File: src/rtl/disparity_pkg.sv
// disparity_pkg
//   Shared constants, types and helpers for the disparity writer.
//   Frame geometry, the FIFO word layout, the write FSM encoding, and the
//   disparity-to-grey conversion.
//   Configuration macro: DISP_WRITER_SCALE_EN
//     defined   -> grey byte = disparity shifted to the top of the byte
//     undefined -> grey byte = zero-extended raw disparity
package disparity_pkg;

    localparam int F_WIDTH    = 320;  // frame width in pixels (even)
    localparam int F_HEIGHT   = 240;  // frame height in lines
    localparam int DISP_W     = 6;    // disparity width
    localparam int ADDR_W     = 16;   // word address width
    localparam int FIFO_DEPTH = 16;   // packed-word FIFO entries (power of 2)
    localparam int COORD_W    = 10;   // pixel coordinate width

    // Address of the word holding the bottom-right pixel pair.
    localparam logic [ADDR_W-1:0] LAST_ADDR = ADDR_W'(F_WIDTH * F_HEIGHT / 2 - 1);

    typedef struct packed {
        logic [ADDR_W-1:0] addr;
        logic [15:0]       data;
        logic              last;
    } fifo_word_t;

    typedef enum logic {
        IDLE = 1'b0,
        REQ  = 1'b1
    } wr_state_t;

    // Disparity index to 8-bit grey level.
    function automatic logic [7:0] pix(input logic [DISP_W-1:0] d);
`ifdef DISP_WRITER_SCALE_EN
        return 8'(d) << (8 - DISP_W);
`else
        return 8'(d);
`endif
    endfunction

    // Word address of a pixel: linear pixel index at full width, halved.
    function automatic logic [ADDR_W-1:0] word_addr(input logic [COORD_W-1:0] x,
                                                    input logic [COORD_W-1:0] y);
        logic [ADDR_W:0] lin;
        lin = (ADDR_W+1)'(y) * (ADDR_W+1)'(F_WIDTH) + (ADDR_W+1)'(x);
        return ADDR_W'(lin >> 1);
    endfunction

endpackage

File: src/rtl/disparity_word_fifo.sv
// disparity_word_fifo
//   Synchronous FIFO of fifo_word_t. A push on a full FIFO is accepted only
//   if a pop happens in the same cycle; otherwise it is ignored (the caller
//   flags the drop). Pops on an empty FIFO are ignored.
//   Ports:
//     clk, reset_n    clock, asynchronous active-low reset
//     push, push_word write strobe and entry
//     pop, pop_word   read strobe and current head (valid when !empty)
//     full, empty     occupancy flags
module disparity_word_fifo
    import disparity_pkg::*;
#(
    parameter int DEPTH = FIFO_DEPTH
) (
    input  logic       clk,
    input  logic       reset_n,
    input  logic       push,
    input  fifo_word_t push_word,
    input  logic       pop,
    output fifo_word_t pop_word,
    output logic       full,
    output logic       empty
);

    localparam int PTR_W = $clog2(DEPTH);

    fifo_word_t         mem [DEPTH];
    logic [PTR_W-1:0]   wr_ptr;
    logic [PTR_W-1:0]   rd_ptr;
    logic [PTR_W:0]     count;
    logic               do_push;
    logic               do_pop;

    assign full     = (count == (PTR_W+1)'(DEPTH));
    assign empty    = (count == '0);
    assign do_push  = push && (!full || pop);
    assign do_pop   = pop && !empty;
    assign pop_word = mem[rd_ptr];

    // NOTE: storage has no reset; occupancy is tracked by the pointers and
    // count, so stale contents are never observed and the array maps to RAM.
    always_ff @(posedge clk) begin
        if (do_push) begin
            mem[wr_ptr] <= push_word;
        end
    end

    // NOTE: sequential state uses non-blocking assignments so every register
    // samples pre-edge values regardless of statement order.
    always_ff @(posedge clk or negedge reset_n) begin
        if (!reset_n) begin
            wr_ptr <= '0;
            rd_ptr <= '0;
            count  <= '0;
        end else begin
            if (do_push) wr_ptr <= wr_ptr + PTR_W'(1);
            if (do_pop)  rd_ptr <= rd_ptr + PTR_W'(1);
            case ({do_push, do_pop})
                2'b10:   count <= count + (PTR_W+1)'(1);
                2'b01:   count <= count - (PTR_W+1)'(1);
                default: ;
            endcase
        end
    end

endmodule

File: src/rtl/disparity_writer.sv
// disparity_writer
//   Converts the per-pixel disparity stream to 8-bit grey, packs horizontal
//   pixel pairs into 16-bit words, queues them and writes them to the frame
//   buffer over a req/ack handshake.
//   Configuration macro: DISP_WRITER_SCALE_EN (see disparity_pkg::pix).
//   Ports:
//     clk, reset_n          clock, asynchronous active-low reset
//     disparity_val         input qualifier for disparity/in_x/in_y
//     disparity             best-match disparity index
//     in_x, in_y            pixel coordinate of the disparity
//     mem_req               write request, held until mem_ack
//     mem_addr, mem_wdata   word address; {odd-X byte, even-X byte}
//     mem_ack               write accepted (only meaningful with mem_req)
//     frame_done            one-cycle pulse after the last word is acked
//     overflow              sticky: a word was dropped on a full FIFO
module disparity_writer
    import disparity_pkg::*;
(
    input  logic              clk,
    input  logic              reset_n,
    input  logic              disparity_val,
    input  logic [DISP_W-1:0] disparity,
    input  logic [9:0]        in_x,
    input  logic [9:0]        in_y,
    output logic              mem_req,
    output logic [ADDR_W-1:0] mem_addr,
    output logic [15:0]       mem_wdata,
    input  logic              mem_ack,
    output logic              frame_done,
    output logic              overflow
);

    // ---------------------------------------------------------------
    // Pack stage
    // ---------------------------------------------------------------
    logic [7:0]        in_byte;
    logic [ADDR_W-1:0] in_addr;
    logic              pend_valid;
    logic [7:0]        pend_byte;
    logic [ADDR_W-1:0] pend_addr;
    logic              push;
    fifo_word_t        push_word;

    assign in_byte = pix(disparity);
    assign in_addr = word_addr(in_x, in_y);

    // NOTE: every output of this block gets a default first so no path
    // leaves it unassigned, which would otherwise infer a latch.
    always_comb begin
        push      = 1'b0;
        push_word = '0;
        if (disparity_val) begin
            if (!in_x[0]) begin
                // A new even pixel evicts an unpaired one as a half word.
                if (pend_valid) begin
                    push           = 1'b1;
                    push_word.addr = pend_addr;
                    push_word.data = {8'h00, pend_byte};
                    push_word.last = (pend_addr == LAST_ADDR);
                end
            end else begin
                push           = 1'b1;
                push_word.addr = in_addr;
                push_word.data = {in_byte,
                                  (pend_valid && pend_addr == in_addr) ? pend_byte : 8'h00};
                push_word.last = (in_addr == LAST_ADDR);
            end
        end
    end

    always_ff @(posedge clk or negedge reset_n) begin
        if (!reset_n) begin
            pend_valid <= 1'b0;
            pend_byte  <= '0;
            pend_addr  <= '0;
        end else if (disparity_val) begin
            if (!in_x[0]) begin
                pend_valid <= 1'b1;
                pend_byte  <= in_byte;
                pend_addr  <= in_addr;
            end else begin
                pend_valid <= 1'b0;
            end
        end
    end

    // ---------------------------------------------------------------
    // Word FIFO
    // ---------------------------------------------------------------
    logic       fifo_pop;
    fifo_word_t head;
    logic       fifo_full;
    logic       fifo_empty;

    disparity_word_fifo #(
        .DEPTH (FIFO_DEPTH)
    ) u_fifo (
        .clk       (clk),
        .reset_n   (reset_n),
        .push      (push),
        .push_word (push_word),
        .pop       (fifo_pop),
        .pop_word  (head),
        .full      (fifo_full),
        .empty     (fifo_empty)
    );

    always_ff @(posedge clk or negedge reset_n) begin
        if (!reset_n) begin
            overflow <= 1'b0;
        end else if (push && fifo_full && !fifo_pop) begin
            overflow <= 1'b1;
        end
    end

    // ---------------------------------------------------------------
    // Write FSM
    // ---------------------------------------------------------------
    wr_state_t state;
    wr_state_t state_next;
    logic      cur_last;

    always_ff @(posedge clk or negedge reset_n) begin
        if (!reset_n) begin
            state <= IDLE;
        end else begin
            state <= state_next;
        end
    end

    always_comb begin
        state_next = state;
        case (state)
            IDLE:    if (!fifo_empty) state_next = REQ;
            REQ:     if (mem_ack && fifo_empty) state_next = IDLE;
            default: state_next = IDLE;
        endcase
    end

    // mem_req decodes the state register directly so it falls with reset.
    always_comb begin
        mem_req  = (state == REQ);
        fifo_pop = !fifo_empty && ((state == IDLE) || (state == REQ && mem_ack));
    end

    // Output word registers load on every pop, keeping addr/data stable
    // for the whole request.
    always_ff @(posedge clk or negedge reset_n) begin
        if (!reset_n) begin
            mem_addr   <= '0;
            mem_wdata  <= '0;
            cur_last   <= 1'b0;
            frame_done <= 1'b0;
        end else begin
            if (fifo_pop) begin
                mem_addr  <= head.addr;
                mem_wdata <= head.data;
                cur_last  <= head.last;
            end
            frame_done <= (state == REQ) && mem_ack && cur_last;
        end
    end

endmodule

File: config.mk
export PLATFORM = sky130hd
export DESIGN_NAME = disparity_writer
export DESIGN_NICKNAME = d
export VERILOG_FILES = /design/src/rtl/disparity_pkg.sv /design/src/rtl/disparity_word_fifo.sv /design/src/rtl/disparity_writer.sv
export SDC_FILE = /design/constraint.sdc
export NUM_CORES = 1
export LEC_CHECK = 0
export ABC_CLOCK_PERIOD_IN_PS = 6400
export BUFFER_PORTS_ARGS = -buffer_cell sky130_fd_sc_hd__buf_2
export CORE_ASPECT_RATIO = 0.9
export CORE_UTILIZATION = 37
export CTS_CLUSTER_SIZE = 8
export DETAILED_ROUTE_END_ITERATION = 10
export SLEW_MARGIN = 40
export SYNTH_ARGS = -nofsm -noshare
export SYNTH_HDL_FRONTEND = slang
export SYNTH_SLANG_ARGS = --single-unit
File: constraint.sdc
create_clock -name clk -period 6.4 [get_ports clk]
set_input_delay 0.96 -clock clk [delete_from_list [all_inputs] [get_ports clk]]
set_output_delay 0.96 -clock clk [all_outputs]
set_load 0.02 [all_outputs]
==> results of run 1 <==
-- sequential cells by signal, summed over array words and instances (netlist names) --
register,cells
mem_wdata,12
mem_req,1
u_fifo.count,5
u_fifo.wr_ptr,4
u_fifo.rd_ptr,4
u_fifo.mem,464
cur_last,1
mem_addr,16
pend_addr,16
pend_byte,6
frame_done,1
overflow,1
pend_valid,1
-- kinds of logic (layout without fill, tap and decap cells) --
family                     after synthesis  in the layout  share of synthesized area, %
buffers and inverters                   66            244                          1.27
xor gates and xnor gates                40             40                          1.70
adders and majority gates               31             31                          1.88
AOI/OAI and AO/OA                       66             66                          2.15
DFF                                    532            532                          71.7
other                                    1              4                        0.0172
and+or+nand+nor                        135            135                          3.86
muxes                                  193            193                          17.4
-- power by group --
part	switching [uW]	leakage [uW]	internal, uW
Sequential	279	0.00508	4210
Clock	1420	0.00106	2270
Combinational	1430	0.00247	1450
Total	3120	0.00861	7940
-- placed cells by master, fill, tap and decap left out, drive strengths merged, types with 3 or more instances in the layout --
| cell type | instances |
|---|---|
| dfrtp | 68 |
| and3 | 10 |
| or2b | 3 |
| and2 | 17 |
| xnor2 | 27 |
| a21oi | 12 |
| clkbuf | 133 |
| a21boi | 7 |
| nand2 | 26 |
| nor2b | 17 |
| nor4bb | 3 |
| inv | 18 |
| mux2 | 45 |
| conb | 4 |
| nand2b | 3 |
| fa | 3 |
| or2 | 3 |
| nor3 | 6 |
| nand4 | 8 |
| xor2 | 12 |
| buf | 91 |
| ha | 28 |
| mux2i | 3 |
| nand3 | 13 |
| mux4 | 145 |
| nor4 | 5 |
| nor3b | 3 |
| a22oi | 15 |
| nor2 | 11 |
| edfxtp | 464 |
| o21ai | 16 |
-- worst max-delay path, cell delays in order --
cell	delay (ns)
buf_2	0.13
ha_1	0.30
ha_1	0.23
fa_1	0.70
nand2_1	0.21
nor4b_2	0.46
xnor3_1	0.21
nand4b_1	0.16
nor4_4	0.31
nand4b_4	0.27
a21boi_2	0.59
-- layout make-up --
type | count | area share [%]
clock buffer | 133 | 8.48
clock inverter | 6 | 0.221
inverter | 14 | 0.206
multi-input combinational | 469 | 23.6
sequential | 532 | 61.4
tap | 774 | 3.80
timing repair buffer | 91 | 2.26
-- through the flow --
step | hold slack (ns) | setup slack [ns] | cells | util, %
6_report | 0.312 | 2.16 | 2019 | 43.7
3_3_place_gp | 0.464 | 1.45 | 1875 | 39.6
3_5_place_dp | 0.469 | 1.26 | 1880 | 39.8
2_1_floorplan | 0.472 | 2.03 | 1067 | -
5_1_grt | 0.317 | 1.85 | 2019 | 43.7
4_1_cts | 0.307 | 1.88 | 2019 | 43.6
-- worst max-delay path by stage --
| stage | end | from | slack [ns] | depth (start not counted) |
|---|---|---|---|---|
| 2_1_floorplan | u_fifo.mem[0][0] | in_y[1] | 2.03 | 11 |
| 3_5_place_dp | u_fifo.mem[11][6] | in_y[1] | 1.26 | 12 |
| 3_3_place_gp | u_fifo.mem[1][0] | in_y[1] | 1.45 | 12 |
| 4_1_cts | u_fifo.mem[12][2] | in_y[1] | 1.88 | 12 |
| 5_1_grt | u_fifo.mem[1][0] | in_y[1] | 1.85 | 13 |
| 6_report | u_fifo.mem[0][2] | in_y[1] | 2.16 | 11 |
-- routing by layer --
metal | share of wire (%) | routed length [um] | up-vias
met2 | 48 | 24400 | 295
met1 | 44 | 22200 | 5690
met4 | 1.8 | 914 | 0
met3 | 5.8 | 2940 | 70
li1 | - | - | 4633
met5 | 0 | 0 | -
==> flow_summary.toml, run 1 <==
[timing]
fin_crit_sh_pct = 66.3
rsz0062_at_grt = "no"
fin_setup_tns_ns = 0
slew_headroom_pct = 43.3
finalClockSkew_ns = 0.0257
worst_pin_slew_ns = 0.850
period_needed_ns = 4.24
hold_viol = 0
max_freq_mhz = 236
setup_viol = 0
report.final.slew_viol_count = 0

[grt]
grt_antenna_before_repair = 0
grt_overflow = 0
grt_pass1_vias = 11100
top_usage_layer = "met2"
met3_usage_pct = 4.14
grt_pass1_wl_um = 74900
use_met2_pct = 27.7
use_met1_pct = 23.9
grt_max_degree = 68
grt_use_total_pct = 17.3

[floorplan]
dieArea_um2 = 59900
core_um2 = 58300
die_x_um = 258
start_util_pct = 37.4
die_y_um = 232
ios = 65
fp-row-count = 84

[placed_design]
dp_hpwl_um = 28700
placed_area_um2 = 23200
portBuffers = 60
gp_congestion = 0.756

[yosys]
yosys_warnings = 0
ys.flop_type = "edfxtp_1"
synth.avg_cell_area_um2 = 20.5
synth.most_common_cell = "edfxtp_1"
synthArstFlopShare_pct = 12.8
synth_top_area_cell = "edfxtp_1"
synth_area_leaders = "edfxtp_1 (64%), mux4_2 (15%), dfrtp_1 (7.8%)"
seq_area_frac_synth_pct = 71.7
synth.distinct_cells = 60
synth_cells = 1064
synth_commonest_cells = "edfxtp_1 (464), mux4_2 (145), dfrtp_1 (68)"
ys_seq_elements = 532
synth_top_area_share_pct = 63.9
synth_edf_count = 464
netlist_area_um2 = 21800

[layout]
n_antenna_cell = 0
syn_to_final_growth_pct = 16.8
multi_input_area_um2 = 6010
seqCellArea_um2 = 15600
nets = 1245
drive_gt1_share_pct = 34.1
fillCellCount = 4957
stdcell_area_um2 = 25500

[routing]
drcViolationCount = 0
drt-pass1-iter-count = 5
wl_per_cell_um = 25.0
wl_um = 50400
via_per_inst = 5.29
drt_iter0_drc = 842
num_vias = 10700
ant_nets = 0

[power_and_ir_drop]
ir_drop_mv = 0.227
finalPower_uw = 11100
leakage_uw = 0.00861
p_per_area_nw_per_um2 = 435

[clock_tree]
cts_setup_buffers = 0
root_buffer = "clkbuf_16"
cts_inserted_buffers = 76
cts_sinks = 532
clk_latency_ns = 0.60
ctsResizeCount = 0
cts_hold_buf = 0
cts_buffer_depth = 3
ctsHtreeMaxLevel = 3
clk_pin_slew_ns = 0.05
cts_tree = "done"

[worst_setup_path]
critPathArrivalTime_ns = 4.55
r2r-start = "u_fifo.count[0]"
critPathLaunchType = "primary input"
end_kind = "flop"
worst_r2r_endpoint = "u_fifo.count[4]"
path_class = "primary input to flop"
crit_path_max_fanout = 16
ff2ff_setup_slack_ns = 2.87
rr_worst_depth = 11
cp.required_ns = 6.71

[run]
maxCapViolations = 0

[status]
outcome = "completed"

[worst_hold_path]
hp-class = "primary input to async pin"
(Power assumes the default switching activity.)
==> inputs of run 2 (changes only) <==
--- a/config.mk
+++ b/config.mk
@@ -5,7 +5,8 @@
 export SDC_FILE = /design/constraint.sdc
 export NUM_CORES = 1
 export LEC_CHECK = 0
-export ABC_CLOCK_PERIOD_IN_PS = 6400
+export ABC_AREA = 1
+export ABC_CLOCK_PERIOD_IN_PS = 3800
 export BUFFER_PORTS_ARGS = -buffer_cell sky130_fd_sc_hd__buf_2
 export CORE_ASPECT_RATIO = 0.9
 export CORE_UTILIZATION = 37
==> constraint.sdc (replaced) <==
create_clock -name clk -period 3.8 [get_ports clk]
set_input_delay 0.57 -clock clk [delete_from_list [all_inputs] [get_ports clk]]
set_output_delay 0.57 -clock clk [all_outputs]
set_load 0.02 [all_outputs]
==> run 2 against run 1 <==
  * Clock-buffer cell count did not move
  * Worst hold slack got worse by 0.10 ns
  * Cell area rose by 2.2%
  * Die area rose by 1.4%
  * Clock power rose by 70%
  * Routed wire length rose by 15%
  * Via count rose by 40%
  * Non-clock buffer count rose by 43
  * Clock skew fell by 0.0094 ns
  * Critical path type unchanged
==> flow_summary.toml, run 2 <==
[status]
outcome = "completed"

[routing]
wl_um = 58200
drcViolationCount = 0
num_vias = 14900
via_per_inst = 5.41
ant_nets = 0
drt-pass1-iter-count = 5
drt_iter0_drc = 1272
wl_per_cell_um = 21.1

[placed_design]
portBuffers = 60
place_inst = 2618
gp_congestion = 0.809
dp_hpwl_um = 32300

[worst_setup_path]
crit_slowest_cell = "fa_1"
end_kind = "flop"
critPathLaunchType = "primary input"
cpMostUsedCell = "nand2_1"
path_class = "primary input to flop"
rr_worst_depth = 14
cp.required_ns = 4.23
crit_path_max_fanout = 16
critPathArrivalTime_ns = 3.46
path_cells = "buf_2 -> ha_1 -> ha_1 -> fa_1 -> or2_4 -> nand3_2 -> nor2_2 -> nand2_2 -> nand2_2 -> nand2_1 -> nand2_1 -> nor2_1 -> nand2_1 -> nor2_2 -> nand3_2 -> a21oi_1 -> buf_4"
cpPeakStageDelay_ns = 0.50

[timing]
worst_pin_slew_ns = 0.741
period_needed_ns = 3.04
finalClockSkew_ns = 0.0163
fin_setup_tns_ns = 0
setup_viol = 0
fin_crit_sh_pct = 80.0
slew_headroom_pct = 50.6
rsz0062_at_grt = "no"
report.final.slew_viol_count = 0
hold_viol = 0
max_freq_mhz = 329

[floorplan]
ios = 65
dieArea_um2 = 60800
core_um2 = 58800
die_y_um = 234
die_x_um = 260
fp-row-count = 84
start_util_pct = 37.6

[grt]
grt_max_degree = 126
grt_overflow = 0
grt_antenna_before_repair = 0
grt_use_total_pct = 19.2
grt_pass1_vias = 14500
grt_pass1_wl_um = 87600

[layout]
instances_no_fill = 2759
final_common_cell = "edfxtp_1"
fillCellCount = 5249
syn_to_final_growth_pct = 17.6
largest_register_ffs = 464
top_regs = "u_fifo.mem: 464 flops, mem_addr: 16 flops, pend_addr: 16 flops"
top_register = "u_fifo.mem"
drive_gt1_share_pct = 13.6
final_cell_mix = "edfxtp_1 (464), nor2_1 (315), o21ai_0 (275), nand2_1 (145), o221ai_1 (84)"
nets = 1986
n_antenna_cell = 0

[yosys]
synth_edf_count = 464
synthArstFlopShare_pct = 12.8
ys_seq_elements = 532
synth.avg_cell_area_um2 = 12.1
ys.flop_type = "edfxtp_1"
synth_top_area_share_pct = 63.0
synth.most_common_cell = "edfxtp_1"
netlist_area_um2 = 22100
seq_area_frac_synth_pct = 70.7
synth_area_leaders = "edfxtp_1 (63%), dfrtp_1 (7.7%), o21ai_0 (6.2%)"
synth_top_area_cell = "edfxtp_1"
yosys_warnings = 0
synth_cells = 1823
synth.distinct_cells = 43
synth_commonest_cells = "edfxtp_1 (464), nor2_1 (336), o21ai_0 (275)"

[worst_hold_path]
hp-class = "primary input to flop"
holdPathStages = 3

[clock_tree]
cts_sinks = 532
cts_tree = "done"
cts_setup_buffers = 0
ctsHtreeMaxLevel = 3
cts_inserted_buffers = 76
root_buffer = "clkbuf_16"
clk_latency_ns = 0.59
cts_buffer_depth = 3
clk_pin_slew_ns = 0.05

[power_and_ir_drop]
leakage_uw = 0.00929
p_per_area_nw_per_um2 = 751
ir_drop_mv = 0.546

[run]
maxCapViolations = 0
-- run 2: cell types whose count changed in the layout (fill, tap and decap cells not counted), sizes merged, moves of 17 or more --
cell,before,now
mux4,145,0
o22ai,0,35
o221ai,0,84
nand2,26,153
mux2,45,0
inv,18,84
and2,17,0
xnor2,27,5
nand3,13,82
a31oi,2,30
buf,91,133
nor2,11,340
nor2b,17,0
o21ai,16,283
-- run 2: path summary, 6_finish.rpt --
kind / startpoint / endpoint / slack, ns
worst max-delay path: in_y[1] / u_fifo.mem[15][1] / 0.76
worst min-delay path: mem_ack / frame_done / 0.21
worst max register to register: u_fifo.count[0] / u_fifo.count[4] / 0.89
worst min register to register: pend_byte[3] / pend_byte[3] / 0.49
max in group asynchronous: reset_n / u_fifo.count[3] / 2.57
min in group asynchronous: reset_n / mem_wdata[4] / 0.45
-- run 2: routing by layer --
layer	vias up	wire [um]	GRT usage [%]	share of wire [%]
li1	6885	-	-	-
met1	7367	25600	26.3	44
met2	588	27400	31.1	47
met3	92	4090	3.61	7.0
met4	0	1100	5.20	1.9
met5	-	0	0	0
-- run 2: critical path: cells and delay by family --
family | cells | cell delay (ns)
buffers and inverters | 2 | 0.36
AND/OR/NAND/NOR | 11 | 1.25
adder cells (fa/ha/maj) | 3 | 1.03
AO/OA/AOI/OAI | 1 | 0.24
-- run 2: cell families (layout without fill, tap and decap cells) --
kind of cell    after synthesis  in the layout  synth area share [%]
flops                       532            532                  70.7
other cells                   1              4                0.0170
simple gates                596            596                  11.1
compound gates              458            458                  12.4
buf+inv                     193            352                  3.48
xor+xnor                     12             12                 0.475
fa+ha+maj                    31             31                  1.86
-- run 2: power by group --
group | internal (uW) | total [uW] | switching, uW
combinational | 1710 | 5770 | 4050
sequential | 7100 | 7480 | 377
clock | 3860 | 6290 | 2430
total | 12700 | 19500 | 6850
-- run 2: metrics by stage --
step / hold WS [ns] / cell area (um2) / utilization, % / setup WS, ns / total power, uW
floorplan: 0.274 / 22100 / - / 0.430 / 11300
detailed placement: 0.469 / 23700 / 40.4 / 0.169 / 13300
finish: 0.212 / 26000 / 44.3 / 0.761 / 19500
CTS: 0.0438 / 26000 / 44.2 / 0.797 / 19600
global placement: 0.461 / 23700 / 40.4 / 0.222 / 13200
global route: 0.198 / 26000 / 44.3 / 0.560 / 20500
-- run 2: repair_timing --
| item | in CTS | in global routing |
|---|---|---|
| hold buffers | 0 | 1 |
| hold endpoints to repair | 0 | 16 |
| gates resized for setup | 0 | 0 |
| endpoints found under the setup margin | 0 | 0 |
-- run 2: layout make-up --
| cell class | instances | area (um2) | share of cell area [%] |
|---|---|---|---|
| multi-input combinational | 1101 | 5870 | 22.5 |
| tap | 774 | 968 | 3.72 |
| sequential | 532 | 15600 | 60.1 |
| clock buffer | 133 | 2180 | 8.38 |
| timing repair buffer | 134 | 1000 | 3.85 |
| clock inverter | 5 | 51.3 | 0.197 |
| inverter | 80 | 305 | 1.17 |
